File: config.mk
export PLATFORM = sky130hd
export DESIGN_NAME = run_monitor
export DESIGN_NICKNAME = d
export VERILOG_FILES = /design/src/rtl/run_monitor_pkg.sv /design/src/rtl/first_set.sv /design/src/rtl/run_monitor.sv
export SDC_FILE = /design/constraint.sdc
export NUM_CORES = 1
export LEC_CHECK = 0
export CORE_AREA = 2 2 135 84
export CTS_CLUSTER_DIAMETER = 150
export CTS_CLUSTER_SIZE = 10
export DETAILED_ROUTE_END_ITERATION = 10
export DIE_AREA = 0 0 137 86
export HOLD_SLACK_MARGIN = 0.06
export PLACE_DENSITY = 0.73
export SLEW_MARGIN = 5
export SYNTH_ARGS = -nofsm -noshare
export SYNTH_HDL_FRONTEND = slang
export SYNTH_HIERARCHICAL = 1
export SYNTH_SLANG_ARGS = --single-unit
File: constraint.sdc
create_clock -name clk -period 4.5 [get_ports clk]
set_input_delay 0.675 -clock clk [delete_from_list [all_inputs] [get_ports clk]]
set_output_delay 0.675 -clock clk [all_outputs]
set_load 0.05 [all_outputs]
File: src/rtl/run_monitor_pkg.sv
// Shared encodings for the run controller: FSM states and completion status codes.
package run_monitor_pkg;

  typedef enum logic [1:0] {
    S_IDLE  = 2'd0,
    S_RESET = 2'd1,
    S_RUN   = 2'd2,
    S_DONE  = 2'd3
  } state_e;

  typedef enum logic [2:0] {
    ST_NONE    = 3'd0,
    ST_HALT    = 3'd1,
    ST_WFI     = 3'd2,
    ST_ERROR   = 3'd3,
    ST_TIMEOUT = 3'd4
  } status_e;

  // Width of a core index; supports up to 16 cores.
  localparam int unsigned ID_W = 4;

endpackage

File: src/rtl/first_set.sv
// Lowest-index priority encoder: reports whether any bit is set and the index of the lowest one.
module first_set
  import run_monitor_pkg::*;
#(
  parameter int N = 1
) (
  input  logic [N-1:0]    vec_i,
  output logic            valid_o,
  output logic [ID_W-1:0] idx_o
);

  // Scan from the top down so the lowest set bit is the last one to win.
  // NOTE: every output of an always_comb gets a default first, so no path leaves it unassigned (no latch).
  always_comb begin
    valid_o = |vec_i;
    idx_o   = '0;
    for (int i = N - 1; i >= 0; i--) begin
      if (vec_i[i]) idx_o = ID_W'(i);
    end
  end

endmodule

File: src/rtl/run_monitor.sv
// Run controller and end-of-run detector: sequences core reset, counts run cycles and
// latches the cause, core index and address of whatever ends the run.
module run_monitor
  import run_monitor_pkg::*;
#(
  parameter int WIDTH        = 16,
  parameter int CORES        = 1,
  parameter int RESET_CYCLES = 5,
  parameter int CNT_WIDTH    = 24
) (
  input  logic                   clk,
  input  logic                   reset,
  input  logic                   start,
  input  logic                   all_mode,
  input  logic [CNT_WIDTH-1:0]   timeout_limit,
  input  logic [CORES-1:0]       error,
  input  logic [CORES-1:0]       hlt,
  input  logic [CORES-1:0]       wfi,
  input  logic [CORES*WIDTH-1:0] mem_address,
  output logic                   core_nreset,
  output logic                   busy,
  output logic                   done,
  output logic [2:0]             status,
  output logic [CNT_WIDTH-1:0]   cycles,
  output logic [ID_W-1:0]        core_id,
  output logic [WIDTH-1:0]       last_address
);

  localparam int RCW = (RESET_CYCLES > 1) ? $clog2(RESET_CYCLES) : 1;
  localparam logic [RCW-1:0] RC_LAST = RCW'(RESET_CYCLES - 1);

  state_e                 state_q, state_d;
  logic [RCW-1:0]         rst_cnt_q, rst_cnt_d;
  logic [CNT_WIDTH-1:0]   cycles_q, cycles_d;
  logic [CORES-1:0]       stopped_q, stopped_d, halted_q, halted_d;
  status_e                status_q, status_d;
  logic [ID_W-1:0]        core_id_q, core_id_d;
  logic [WIDTH-1:0]       last_addr_q, last_addr_d;
  logic                   nreset_q, nreset_d, busy_q, busy_d, done_q, done_d;

  logic                   err_v, hlt_v, wfi_v, new_v;
  logic [ID_W-1:0]        err_idx, hlt_idx, wfi_idx, new_rev_idx, new_last_idx;
  logic [CORES-1:0]       stopped_upd, halted_upd, newly, newly_rev;
  logic [CNT_WIDTH:0]     cyc_plus1;
  logic                   term_v;
  status_e                term_status;
  logic [ID_W-1:0]        term_id;
  logic [WIDTH-1:0]       term_addr;

  // Sticky stop tracking for all-cores mode, including this cycle's flags.
  assign stopped_upd = stopped_q | hlt | wfi;
  assign halted_upd  = halted_q | hlt;
  assign newly       = stopped_upd & ~stopped_q;
  // One extra bit so a saturated counter can never alias a limit.
  assign cyc_plus1   = {1'b0, cycles_q} + (CNT_WIDTH + 1)'(1);

  // The highest newly stopped core is found by encoding the bit-reversed vector.
  for (genvar g = 0; g < CORES; g++) begin : g_rev
    assign newly_rev[g] = newly[CORES - 1 - g];
  end
  assign new_last_idx = ID_W'(CORES - 1) - new_rev_idx;

  first_set #(.N(CORES)) u_err (.vec_i(error),     .valid_o(err_v), .idx_o(err_idx));
  first_set #(.N(CORES)) u_hlt (.vec_i(hlt),       .valid_o(hlt_v), .idx_o(hlt_idx));
  first_set #(.N(CORES)) u_wfi (.vec_i(wfi),       .valid_o(wfi_v), .idx_o(wfi_idx));
  first_set #(.N(CORES)) u_new (.vec_i(newly_rev), .valid_o(new_v), .idx_o(new_rev_idx));

  // Decide whether this cycle's flags end the run, in priority order: error, stop, timeout.
  always_comb begin
    term_v      = 1'b0;
    term_status = ST_NONE;
    term_id     = '0;
    if (err_v) begin
      term_v = 1'b1;  term_status = ST_ERROR;  term_id = err_idx;
    end else if (!all_mode && hlt_v) begin
      term_v = 1'b1;  term_status = ST_HALT;   term_id = hlt_idx;
    end else if (!all_mode && wfi_v) begin
      term_v = 1'b1;  term_status = ST_WFI;    term_id = wfi_idx;
    end else if (all_mode && new_v && (&stopped_upd)) begin
      term_v      = 1'b1;
      term_status = (&halted_upd) ? ST_HALT : ST_WFI;
      term_id     = new_last_idx;
    end else if ((timeout_limit != '0) && (cyc_plus1 == {1'b0, timeout_limit})) begin
      term_v = 1'b1;  term_status = ST_TIMEOUT;  term_id = '0;
    end
  end

  // Select the address slice of the terminating core.
  always_comb begin
    term_addr = mem_address[WIDTH-1:0];
    for (int i = 0; i < CORES; i++) begin
      if (term_id == ID_W'(i)) term_addr = mem_address[i*WIDTH +: WIDTH];
    end
  end

  // FSM next state, counters and result capture.
  always_comb begin
    state_d     = state_q;
    rst_cnt_d   = rst_cnt_q;
    cycles_d    = cycles_q;
    stopped_d   = stopped_q;
    halted_d    = halted_q;
    status_d    = status_q;
    core_id_d   = core_id_q;
    last_addr_d = last_addr_q;
    unique case (state_q)
      S_IDLE, S_DONE: begin
        if (start) begin
          state_d     = S_RESET;
          rst_cnt_d   = '0;
          cycles_d    = '0;
          stopped_d   = '0;
          halted_d    = '0;
          status_d    = ST_NONE;
          core_id_d   = '0;
          last_addr_d = '0;
        end
      end
      S_RESET: begin
        if (rst_cnt_q == RC_LAST) state_d = S_RUN;
        else                      rst_cnt_d = rst_cnt_q + RCW'(1);
      end
      S_RUN: begin
        cycles_d  = (cycles_q == '1) ? cycles_q : cycles_q + CNT_WIDTH'(1);
        stopped_d = stopped_upd;
        halted_d  = halted_upd;
        if (term_v) begin
          state_d     = S_DONE;
          status_d    = term_status;
          core_id_d   = term_id;
          last_addr_d = term_addr;
        end
      end
      default: state_d = S_IDLE;
    endcase
    nreset_d = (state_d == S_RUN) || (state_d == S_DONE);
    busy_d   = (state_d == S_RESET) || (state_d == S_RUN);
    done_d   = (state_q == S_RUN) && (state_d == S_DONE);
  end

  // State and output registers, cleared asynchronously.
  // NOTE: clocked state uses non-blocking assignments so every register samples pre-edge values.
  always_ff @(posedge clk or posedge reset) begin
    if (reset) begin
      state_q     <= S_IDLE;
      rst_cnt_q   <= '0;
      cycles_q    <= '0;
      stopped_q   <= '0;
      halted_q    <= '0;
      status_q    <= ST_NONE;
      core_id_q   <= '0;
      last_addr_q <= '0;
      nreset_q    <= 1'b0;
      busy_q      <= 1'b0;
      done_q      <= 1'b0;
    end else begin
      state_q     <= state_d;
      rst_cnt_q   <= rst_cnt_d;
      cycles_q    <= cycles_d;
      stopped_q   <= stopped_d;
      halted_q    <= halted_d;
      status_q    <= status_d;
      core_id_q   <= core_id_d;
      last_addr_q <= last_addr_d;
      nreset_q    <= nreset_d;
      busy_q      <= busy_d;
      done_q      <= done_d;
    end
  end

  assign core_nreset  = nreset_q;
  assign busy         = busy_q;
  assign done         = done_q;
  assign status       = status_q;
  assign cycles       = cycles_q;
  assign core_id      = core_id_q;
  assign last_address = last_addr_q;

endmodule
== Word-level counts from Yosys, hierarchy flattened ==
Index checks and enable logic that the tools add are counted.
W data, S select, Z words.

* Equality and inequality tests: 13
* Add/sub/neg operators: 3
* Reduce and logical (&&, ||, !) cells: 18
* Multiplexer cells: 32
* Bitwise gates (word level): 5

{| class="wikitable"
|+ Operator list
! cell !! number
|-
| $mux W24 || 2
|-
| $pmux W24 S2 || 1
|-
| $mux W16 || 2
|-
| $pmux W16 S2 || 1
|-
| $add A24 B1 Y25 const B || 1
|-
| $eq A25 B24 Y1 || 1
|-
| $add A24 B1 Y24 const B || 1
|-
| $eq A24 B24 Y1 const B || 1
|-
| $mux W3 || 8
|-
| $reduce_bool A24 Y1 || 1
|-
| $pmux W3 S2 || 2
|-
| $reduce_and A3 Y1 || 3
|-
| $eq A2 B2 Y1 const B || 4
|-
| $mux W2 || 4
|-
| $mux W4 || 2
|-
| $ne A2 B2 Y1 const B || 4
|-
| $pmux W4 S2 || 1
|-
| $logic_and A1 B1 Y1 || 6
|-
| $mux W1 || 6
|-
| $pmux W2 S3 || 1
|-
| $eq A2 B1 Y1 const B || 2
|-
| $pmux W1 S2 || 2
|-
| $reduce_bool A2 Y1 || 2
|-
| $add A3 B1 Y3 const B || 1
|-
| 9 further kinds || 12
|}

* Register bits after elaboration: 57
* Output and inout bits: 50
* Word-level logic and storage cells: 82

== Logic depth before layout (Yosys ltp) ==
Gate-level depths: netlist of run 1.

* Word-level depth: 13
* Mapped depth: 13
* Depth with buffers taken out: 11

== Hierarchy ==
Netlist of run 1, hierarchy kept.

{| class="wikitable"
|+ By module, submodules not included
! module !! seq. area each (µm²) !! cells an instance !! area each (µm²) !! times used
|-
| run_monitor || 1,426.4 || 458 || 3,982.6 || 1
|-
| first_set || 0.0 || 6 || 41.3 || 4
|}

== Least setup slack after synthesis of run 1 ==
No wires, ideal clock.

* Path type: flip-flop to flip-flop
* Start point: register cycles_q[0] (netlist: cycles[0])
* End point: register nreset_q (netlist: core_nreset)
* Path buffers: 2
* Setup time: 0.127 ns
* Arrival time: 3.495 ns
* Slack: 0.878 ns
* Stages on the path, launching flop included: 14
* Data required time: 4.373 ns
* Cell sequence: dfrtp_1 -> ha_1 -> and3_1 -> and3_1 -> clkbuf_1 -> nand4_1 -> xnor2_1 -> a2111oi_2 -> nand4_4 -> buf_6 -> nand2_1 -> a21oi_1 -> ha_1 -> or2_2

* Cells in the longest elaborated chain, start to end: 12

{| class="wikitable"
|+ Ends and longest elaborated chain
! item !! line !! source
|-
| from (decl) || run_monitor.sv:34 || <nowiki>logic [CNT_WIDTH-1:0] cycles_q, cycles_d;</nowiki>
|-
| from (signal assigned) || run_monitor.sv:159 || <nowiki>cycles_q <= cycles_d;</nowiki>
|-
| $add A24 B1 Y25 (*) || run_monitor.sv:55 || <nowiki>assign cyc_plus1 = {1'b0, cycles_q} + (CNT_WIDTH + 1)'(1);</nowiki>
|-
| $eq A25 B24 Y1 (*) || run_monitor.sv:83 || <nowiki>end else if ((timeout_limit != '0) && (cyc_plus1 == {1'b0, timeout_limit})) begin</nowiki>
|-
| $logic_and A1 B1 Y1 (*) || run_monitor.sv:83 ||
|-
| $mux W1 (*) || run_monitor.sv:83 ||
|-
| $mux W1 (*) || run_monitor.sv:79 || <nowiki>end else if (all_mode && new_v && (&stopped_upd)) begin</nowiki>
|-
| $mux W1 (*) || run_monitor.sv:77 || <nowiki>end else if (!all_mode && wfi_v) begin</nowiki>
|-
| $mux W1 (*) || run_monitor.sv:75 || <nowiki>end else if (!all_mode && hlt_v) begin</nowiki>
|-
| $mux W1 (*) || run_monitor.sv:73 || <nowiki>if (err_v) begin</nowiki>
|-
| $mux W2 (*) || run_monitor.sv:127 || <nowiki>if (term_v) begin</nowiki>
|-
| $pmux W2 S3 (*) || run_monitor.sv:106 || <nowiki>unique case (state_q)</nowiki>
|-
| $eq A2 B2 Y1 || run_monitor.sv:136 || <nowiki>nreset_d = (state_d == S_RUN) || (state_d == S_DONE);</nowiki>
|-
| $logic_or A1 B1 Y1 (*) || run_monitor.sv:136 ||
|-
| via nreset_d || run_monitor.sv:39 || <nowiki>logic nreset_q, nreset_d, busy_q, busy_d, done_q, done_d;</nowiki>
|-
| to (signal assigned) || run_monitor.sv:165 || <nowiki>nreset_q <= nreset_d;</nowiki>
|-
| to (decl) || run_monitor.sv:39 ||
|}

The timed path passes the listed nets; every way through them passes the cells marked *.
A chain may end at the register's enable or synchronous reset.

== Worst setup path in the final report of run 1 ==
Ends and elaborated chain as after synthesis.

==> impl_metrics.ini, run 1 <==
[timing]
clock_skew_ns = 0.00649
hold_viol = 0
fmax_ghz = 0.269
fin_ws_ns = 0.785
fin_crit_ns = 3.71
max_slew_margin = 0.212
maxSlewViolCount = 0
fin_crit_sh = 0.826
worstMarginPinSlew_ns = 1.18
rsz0062_at_grt = no
setup_tns_ns = 0
setup_viol = 0

[grt]
antenna_found_initial = 0
grt_pass1_vias = 3825
grt_max_degree = 40
grt_pass1_wl_um = 20100
grt_use_total = 0.220
overflow = 0

[placed_design]
detailedPlace.worstSlack_ns = 0.847
port_buffers = 96
gp_congestion = 0.936
place_hpwl_um = 9050
placed_cells = 677

[routing]
vias_per_cell = 5.88
drtIter0Drc = 454
wl_um = 12600
antenna_left = 0
drcViolationCount = 0
vias = 4076
wl_per_cell_um = 18.2
drtPass1Iterations = 6

[worst_setup_path]
slowest_delay_ns = 0.51
crit_path_start_kind = flop
path_cells = ha_1 > and3_1 > and3_1 > nand4_1 > xnor2_1 > a2111oi_2 > nand4_4 > nand2_1 > a21oi_1 > ha_1 > or2_2
endpoint_kind = flop
critPathArrivalTime_ns = 3.94
critPathKind = flop to flop
critPathRequiredTime_ns = 4.72
reg2reg_depth = 11
slowest_stage = dfrtp_1
path_max_fanout = 19

[floorplan]
die_h_um = 86
rows = 29
ioPinCount = 97
die_w_um = 137
dieArea_mm2 = 0.0118
start_util = 0.397
coreArea_mm2 = 0.0105

[clock_network]
cts.clk_slew.worst_paths_ns = 0.06
clk_latency_ns = 0.34
numClockSinks = 57
htreeDepth = 3
clock_path_buffers = 2
cts_buffers = 9
post-cts-setup-buffers = 0
hold_buffers = 0
cts_tree = built
post_cts_resized = 0
cts_root_buffer = clkbuf_16

[synth]
synthesis.area_mm2 = 0.00415
yosysWarnings = 6
syn_avg_cell_area_um2 = 8.61
async_reset_ff_frac = 1.00
synth_ff_type = dfrtp_1
ys_ff_latch = 57
synth_cells = 482
synthDistinctLibCells = 59
synth_edf_count = 0
yosysSeqAreaShare = 0.344

[cells_and_area]
multi_input_area_mm2 = 0.00243
fin_util = 0.511
drive_above_1_share = 0.0523
ff_latch_area_mm2 = 0.00143
stdcell_count = 693
fin_nets = 604
antenna_cells = 0
syn_to_final_growth_pct = 28.8
n_fill_cell = 931

[power]
internal_power_mw = 1.28
p_per_area_mw_per_mm2 = 400
p_total_mw = 2.14
leakage_nw = 2.23
swShare = 0.402
pwr-share-seq = 0.301
comb_power_share = 0.369
p_sw_mw = 0.859
peakVddDrop_mv = 0.256
p_clk_frac = 0.330

[worst_hold_path]
hold_path_depth = 2
hold_path_class = flop to flop

[outcome]
status = completed

[job]
drv_cap = 0
## worst max-delay path, delay by kind of cell, from the launching register on
family | cells | cell delay, ns
AND/OR/NAND/NOR | 6 | 1.78
XOR/XNOR | 1 | 0.20
flip-flops | 1 | 0.51
adder cells (fa/ha/maj) | 2 | 0.53
AO/OA/AOI/OAI | 2 | 0.57
## stage by stage
stage               area [µm²]  hold WS (ns)
global route              5340         0.560
detailed placement        5040         0.513
finish                    5340         0.522
global placement          5040         0.510
floorplan                 4190         0.500
CTS                       5340         0.526
## cell usage after synthesis (7+ instances only)
cell / instances / area [µm²]
a21oi_1: 25 / 125
a221o_1: 19 / 190
and3_1: 23 / 144
and4_1: 7 / 61.3
buf_2: 10 / 50.1
buf_4: 21 / 158
clkbuf_1: 21 / 78.8
dfrtp_1: 57 / 1430
ha_1: 8 / 100
inv_1: 11 / 41.3
nand2_1: 37 / 139
nand3_1: 14 / 70.1
nand4_1: 8 / 50.1
nor2_1: 29 / 109
nor2b_1: 7 / 43.8
nor3_1: 12 / 60.1
nor4_1: 10 / 62.6
o21ai_0: 39 / 195
o31ai_1: 9 / 67.6
o41ai_1: 8 / 70.1
xnor2_1: 19 / 166
xor2_1: 13 / 114
## state kept, by name, summed over array words and instances, names as in the netlist
register	cells
cycles	24
last_address	16
core_id	4
rst_cnt_q	3
status	3
state_q	2
busy	1
core_nreset	1
done	1
halted_q	1
stopped_q	1
## placed cells by master (no fill, tap or decap), types with 8 or more instances in the layout
cell and count:
a21oi_1 25, a221o_1 19, and3_1 23, clkbuf_16 9, clkdlybuf4s50_1 96, conb_1 16, dfrtp_1 57, ha_1 8
inv_1 10, nand2_1 37, nand3_1 14, nand4_1 8, nor2_1 29, nor3_1 12, nor4_1 10, o21ai_0 39
o31ai_1 9, o41ai_1 8, xnor2_1 19, xor2_1 13
## routing by layer
metal / part of all wire / global-route usage / vias to the layer above
li1: - / - / 1892
met1: 0.48 / 0.330 / 1958
met2: 0.41 / 0.302 / 217
met3: 0.10 / 0.0680 / 9
met4: 0.0076 / 0.0590 / 0
met5: 0 / 0 / -
## final timing paths
path,end,start,slack (ns)
setup / recovery,core_nreset,cycles[0],0.79
hold / removal,status[1],status[1],0.52
setup reg to reg,core_nreset,cycles[0],0.79
hold reg to reg,status[1],status[1],0.52
max in group asynchronous,last_address[6],reset,2.95
min in group asynchronous,cycles[23],reset,0.67
## power groups by stage
stage	Sequential [mW]	Combinational (mW)	Clock (mW)
2_1_floorplan	0.818	0.359	0
3_5_place_dp	0.649	0.775	0
3_3_place_gp	0.648	0.757	0
5_1_grt	0.652	0.843	0.740
6_report	0.644	0.788	0.705
4_1_cts	0.642	0.780	0.717
## cells by family after synthesis
group                      share of synthesized area
and+or+nand+nor                                0.237
muxes                                        0.00965
AOI/OAI and AO/OA                              0.232
adders and majority gates                     0.0241
DFF                                            0.344
other                                        0.00362
xor gates and xnor gates                      0.0676
buffers and inverters                         0.0818
## cell type report
cell class | instances | share of cell area
well taps | 139 | 0.0325
inverters | 11 | 0.00773
multi-input cells | 373 | 0.455
clock inverters | 7 | 0.0145
clock buffers | 9 | 0.0421
flip-flops and latches | 57 | 0.267
repair buffers | 97 | 0.181
Note: power is estimated with default switching activity, not from simulation.
==> run 2, diff against run 1 <==
==> constraint.sdc (replaced) <==
create_clock -name clk -period 3.65 [get_ports clk]
set_input_delay 0.5475 -clock clk [delete_from_list [all_inputs] [get_ports clk]]
set_output_delay 0.5475 -clock clk [all_outputs]
set_load 0.05 [all_outputs]
==> run 2 against run 1 <==
Maximum frequency grew 8.3%; sequential power up 24%; sequential cell count is the same; first-iteration DRC count down 13%; critical endpoint unchanged; largest power group unchanged; highest routed layer unchanged.
==> impl_metrics.ini, run 2 (synthesis gave the netlist of run 1 again) <==
[outcome]
status = completed

[clock_network]
clk_latency_ns = 0.33
post-cts-setup-buffers = 0
cts_root_buffer = clkbuf_16
htreeDepth = 3
numClockSinks = 57
cts.clk_slew.worst_paths_ns = 0.06
cts_tree = built
clock_path_buffers = 2
hold_buffers = 0
post_cts_resized = 0
cts_buffers = 9

[timing]
fin_ws_ns = 0.221
whs_ns = 0.536
clock_skew_ns = 0.00603
maxSlewViolCount = 0
fin_crit_sh = 0.939
fin_crit_ns = 3.43
worstMarginPinSlew_ns = 0.717
fmax_ghz = 0.292
setup_viol = 0
setup_tns_ns = 0
hold_viol = 0
max_slew_margin = 0.522

[placed_design]
port_buffers = 96
place_hpwl_um = 9160
gp_congestion = 0.988
dpl_cell_area_mm2 = 0.00514
placed_cells = 690
detailedPlace.worstSlack_ns = 0.300

[cells_and_area]
final_common_cell = clkdlybuf4s50_1
antenna_cells = 0
drive_above_1_share = 0.0741
stdcell_count = 706
largest_reg_flops = 24
fin_util = 0.524
syn_to_final_growth_pct = 32.1
finalInstanceArea_mm2 = 0.00548
fin_nets = 617
final_cell_mix = clkdlybuf4s50_1, dfrtp_1, o21ai_0

[worst_setup_path]
critPathArrivalTime_ns = 3.64
slowest_stage = dfrtp_1
critPathKind = flop to flop
critPathRequiredTime_ns = 3.87
crit_path_start_kind = flop
slowest_delay_ns = 0.53
endpoint_kind = flop
path_cells = ha_1 > and3_1 > and3_1 > nand2_1 > a2111oi_1 > and4_1 > nand4_4 > nand2_1 > a21oi_1 > ha_1 > or2_2
path_max_fanout = 8

[routing]
drcViolationCount = 0
wl_per_cell_um = 17.9
vias = 4171
drtPass1Iterations = 5
drtIter0Drc = 395
vias_per_cell = 5.91
antenna_left = 0
wl_um = 12700

[floorplan]
coreArea_mm2 = 0.0105
ioPinCount = 97
die_w_um = 137
start_util = 0.397
dieArea_mm2 = 0.0118
rows = 29
die_h_um = 86

[grt]
antenna_found_initial = 0
overflow = 0
grt_max_degree = 39
grt_use_total = 0.220
grt_pass1_vias = 3872
grt_pass1_wl_um = 20100

[job]
drv_cap = 0

[worst_hold_path]
hold_path_class = primary input to asynchronous set/reset pin

[power]
p_per_area_mw_per_mm2 = 498
p_total_mw = 2.73
peakVddDrop_mv = 0.361
p_sw_mw = 1.07
pwr-share-seq = 0.292
internal_power_mw = 1.66
comb_power_share = 0.365
swShare = 0.391
leakage_nw = 2.32
p_clk_frac = 0.343
run 2: cell count changes in the layout (fill, tap and decap cells not counted):
cell / before / now
a2111oi_2: 1 / 0
clkinv_4: 2 / 1
bufinv_16: 1 / 2
a2111oi_1: 0 / 1
a2111oi_0: 3 / 2
a2111oi_4: 0 / 1
buf_4: 1 / 14
inv_6: 2 / 3
clkinvlp_4: 1 / 0
run 2: final cells by class:
class	count	area, µm²
Clock inverter	7	100
Inverter	11	41.3
Timing Repair Buffer	110	1070
Multi-Input combinational cell	373	2440
Tap cell	139	174
Sequential cell	57	1430
Clock buffer	9	225
Fill cell	899	4970
run 2: metal layers:
| layer | global-route usage | routed length (µm) | vias to the layer above |
|---|---|---|---|
| li1 | - | - | 1916 |
| met1 | 0.325 | 5960 | 2017 |
| met2 | 0.297 | 5110 | 225 |
| met3 | 0.0816 | 1440 | 13 |
| met4 | 0.0581 | 146 | 0 |
| met5 | 0 | 0 | - |
run 2: final timing paths:
check,from,end,slack (ns),depth (start not counted)
max,cycles[0],core_nreset,0.22,11
min,reset,cycles[23],0.54,2
max reg2reg,cycles[0],core_nreset,0.22,11
min reg2reg,last_address[12],last_address[12],0.54,1
max in group asynchronous,reset,cycles[4],2.24,3
min in group clk,last_address[12],last_address[12],0.54,1
run 2: worst max-delay path: cells and delay by family, from the launching register on:
family / cells / cell delay (ns)
AOI/OAI and AO/OA: 2 / 0.50
adders and majority gates: 2 / 0.51
DFF: 1 / 0.53
and+or+nand+nor: 7 / 1.75
run 2: power groups by stage:
| stage | Combinational (mW) | Clock (mW) | Sequential [mW] |
|---|---|---|---|
| 2_1_floorplan | 0.443 | 0 | 1.01 |
| 3_3_place_gp | 0.954 | 0 | 0.798 |
| 3_5_place_dp | 0.979 | 0 | 0.800 |
| 4_1_cts | 0.987 | 0.948 | 0.794 |
| 5_1_grt | 1.06 | 0.977 | 0.807 |
| 6_report | 0.995 | 0.936 | 0.797 |
==> run 3, diff against run 2 <==
--- a/config.mk
+++ b/config.mk
@@ -6,6 +6,7 @@
 export NUM_CORES = 1
 export LEC_CHECK = 0
 export CORE_AREA = 2 2 135 84
+export CTS_BUF_LIST = sky130_fd_sc_hd__clkbuf_4 sky130_fd_sc_hd__clkbuf_8
 export CTS_CLUSTER_DIAMETER = 150
 export CTS_CLUSTER_SIZE = 10
 export DETAILED_ROUTE_END_ITERATION = 10
@@ -17,3 +18,4 @@
 export SYNTH_HDL_FRONTEND = slang
 export SYNTH_HIERARCHICAL = 1
 export SYNTH_SLANG_ARGS = --single-unit
+export TNS_END_PERCENT = 100
==> run 3 against run 2 <==
Register-to-register slack worse by 0.05 ns; cell area down 2.1%; clock skew up 0.0023 ns; hold slack worse by 0.025 ns; clock power down 26%; global-route usage down 0.44 points; largest power group unchanged.
==> impl_metrics.ini, run 3 (synthesis gave the netlist of run 1 again) <==
[outcome]
status = completed

[timing]
clock_skew_ns = 0.00832
max_slew_margin = 0.512
fin_crit_ns = 3.48
fmax_ghz = 0.287
worstMarginPinSlew_ns = 0.732
setup_tns_ns = 0
hold_viol = 0
rsz0062_at_grt = no
setup_viol = 0
maxSlewViolCount = 0
fin_crit_sh = 0.953

[worst_setup_path]
rrSetupSlack_ns = 0.17
critPathRequiredTime_ns = 3.89
crit_path_start_kind = flop
reg2reg_depth = 11
path_max_fanout = 8
endpoint_kind = flop
critPathArrivalTime_ns = 3.72
critPathKind = flop to flop
path_cells = ha_1 > and3_1 > and3_1 > nand2_1 > a2111oi_1 > and4_1 > nand4_4 > nand2_1 > a21oi_1 > ha_1 > or2_2
r2r_end = core_nreset
slowest_delay_ns = 0.52
slowest_stage = dfrtp_1
reg2reg_from = cycles[0]

[routing]
vias_per_cell = 5.85
dr_wl_met3_um = 1500
vias = 4129
wl_um = 12500
routed-wl-met2_um = 5000
antenna_left = 0
top_layer = met4
wl_per_cell_um = 17.7
drtPass1Iterations = 5
drtIter0Drc = 429
wl_met1_um = 5890
drcViolationCount = 0

[floorplan]
die_h_um = 86
coreArea_mm2 = 0.0105
start_util = 0.397
die_w_um = 137
ioPinCount = 97
rows = 29
dieArea_mm2 = 0.0118

[clock_network]
numClockSinks = 57
cts_tree = built
cts.clk_slew.worst_paths_ns = 0.08
cts_buffers = 9
cts_root_buffer = clkbuf_8
clock_path_buffers = 2
htreeDepth = 3
clk_latency_ns = 0.36
hold_buffers = 0

[worst_hold_path]
hold_path_class = primary input to asynchronous set/reset pin

[cells_and_area]
final_common_cell = clkdlybuf4s50_1
drive_above_1_share = 0.0741
fin_nets = 617
final_cell_mix = clkdlybuf4s50_1, dfrtp_1, o21ai_0
finalInstanceArea_mm2 = 0.00536
syn_to_final_growth_pct = 29.3
antenna_cells = 0
largest_reg_flops = 24
n_fill_cell = 913

[grt]
antenna_found_initial = 0
grt_use_total = 0.215
grt_pass1_vias = 3812
grt_max_degree = 39
grt_pass1_wl_um = 19800
overflow = 0

[power]
leakage_nw = 2.27
p_per_area_mw_per_mm2 = 463
peakVddDrop_mv = 0.305

[placed_design]
port_buffers = 96
gp_congestion = 0.988
dpl_cell_area_mm2 = 0.00514
place_hpwl_um = 9160

[job]
drv_cap = 0
-- run 3: timing repair --
item,CTS,global route
setup buffers,0,0
setup endpoints to repair,0,1
resized for setup,0,1
endpoints found under the hold margin,0,0
-- run 3: worst max-delay path by stage --
stage	start	end	slack (ns)	cells after the start
2_1_floorplan	cycles[0]	core_nreset	0.03	13
3_3_place_gp	timeout_limit[0]	core_nreset	0.35	10
3_5_place_dp	cycles[3]	core_nreset	0.30	10
4_1_cts	cycles[3]	core_nreset	0.28	10
5_1_grt	cycles[0]	core_nreset	0.02	11
6_report	cycles[0]	core_nreset	0.17	11
-- run 3: through the flow --
stage / setup WS (ns) / utilization / total power, mW / hold WS [ns] / std cells
detailed placement: 0.300 / 0.492 / 1.78 / 0.520 / 690
global placement: 0.352 / 0.492 / 1.75 / 0.516 / 690
CTS: 0.280 / 0.513 / 2.48 / 0.521 / 706
global route: 0.0231 / 0.513 / 2.60 / 0.562 / 706
finish: 0.171 / 0.513 / 2.48 / 0.511 / 706
floorplan: 0.0280 / - / 1.45 / 0.500 / 494
-- run 3: layer usage --
layer,track usage,vias up
met1,0.325,1953
met3,0.0780,18
li1,-,1918
met4,0.0412,0
met5,0,-
met2,0.292,240
-- run 3: layout make-up --
| type | instances | area, µm² | share of cell area |
|---|---|---|---|
| Clock inverter | 7 | 100 | 0.0187 |
| Tap cell | 139 | 174 | 0.0324 |
| Inverter | 11 | 41.3 | 0.00770 |
| Multi-Input combinational cell | 373 | 2430 | 0.453 |
| Timing Repair Buffer | 110 | 1070 | 0.199 |
| Clock buffer | 9 | 124 | 0.0231 |
| Sequential cell | 57 | 1430 | 0.266 |
-- run 3: power by group --
group          switching [mW]  internal [mW]  leakage, nW
clock network           0.303          0.391        0.115
registers              0.0760          0.719        0.786
logic                   0.655          0.337         1.37
total                    1.03           1.45         2.27
-- run 3: worst max-delay path: cells and delay by family (launching register included) --
kind,cells,cell delay [ns]
fa+ha+maj,2,0.50
flops,1,0.52
simple gates,7,1.81
compound gates,2,0.55
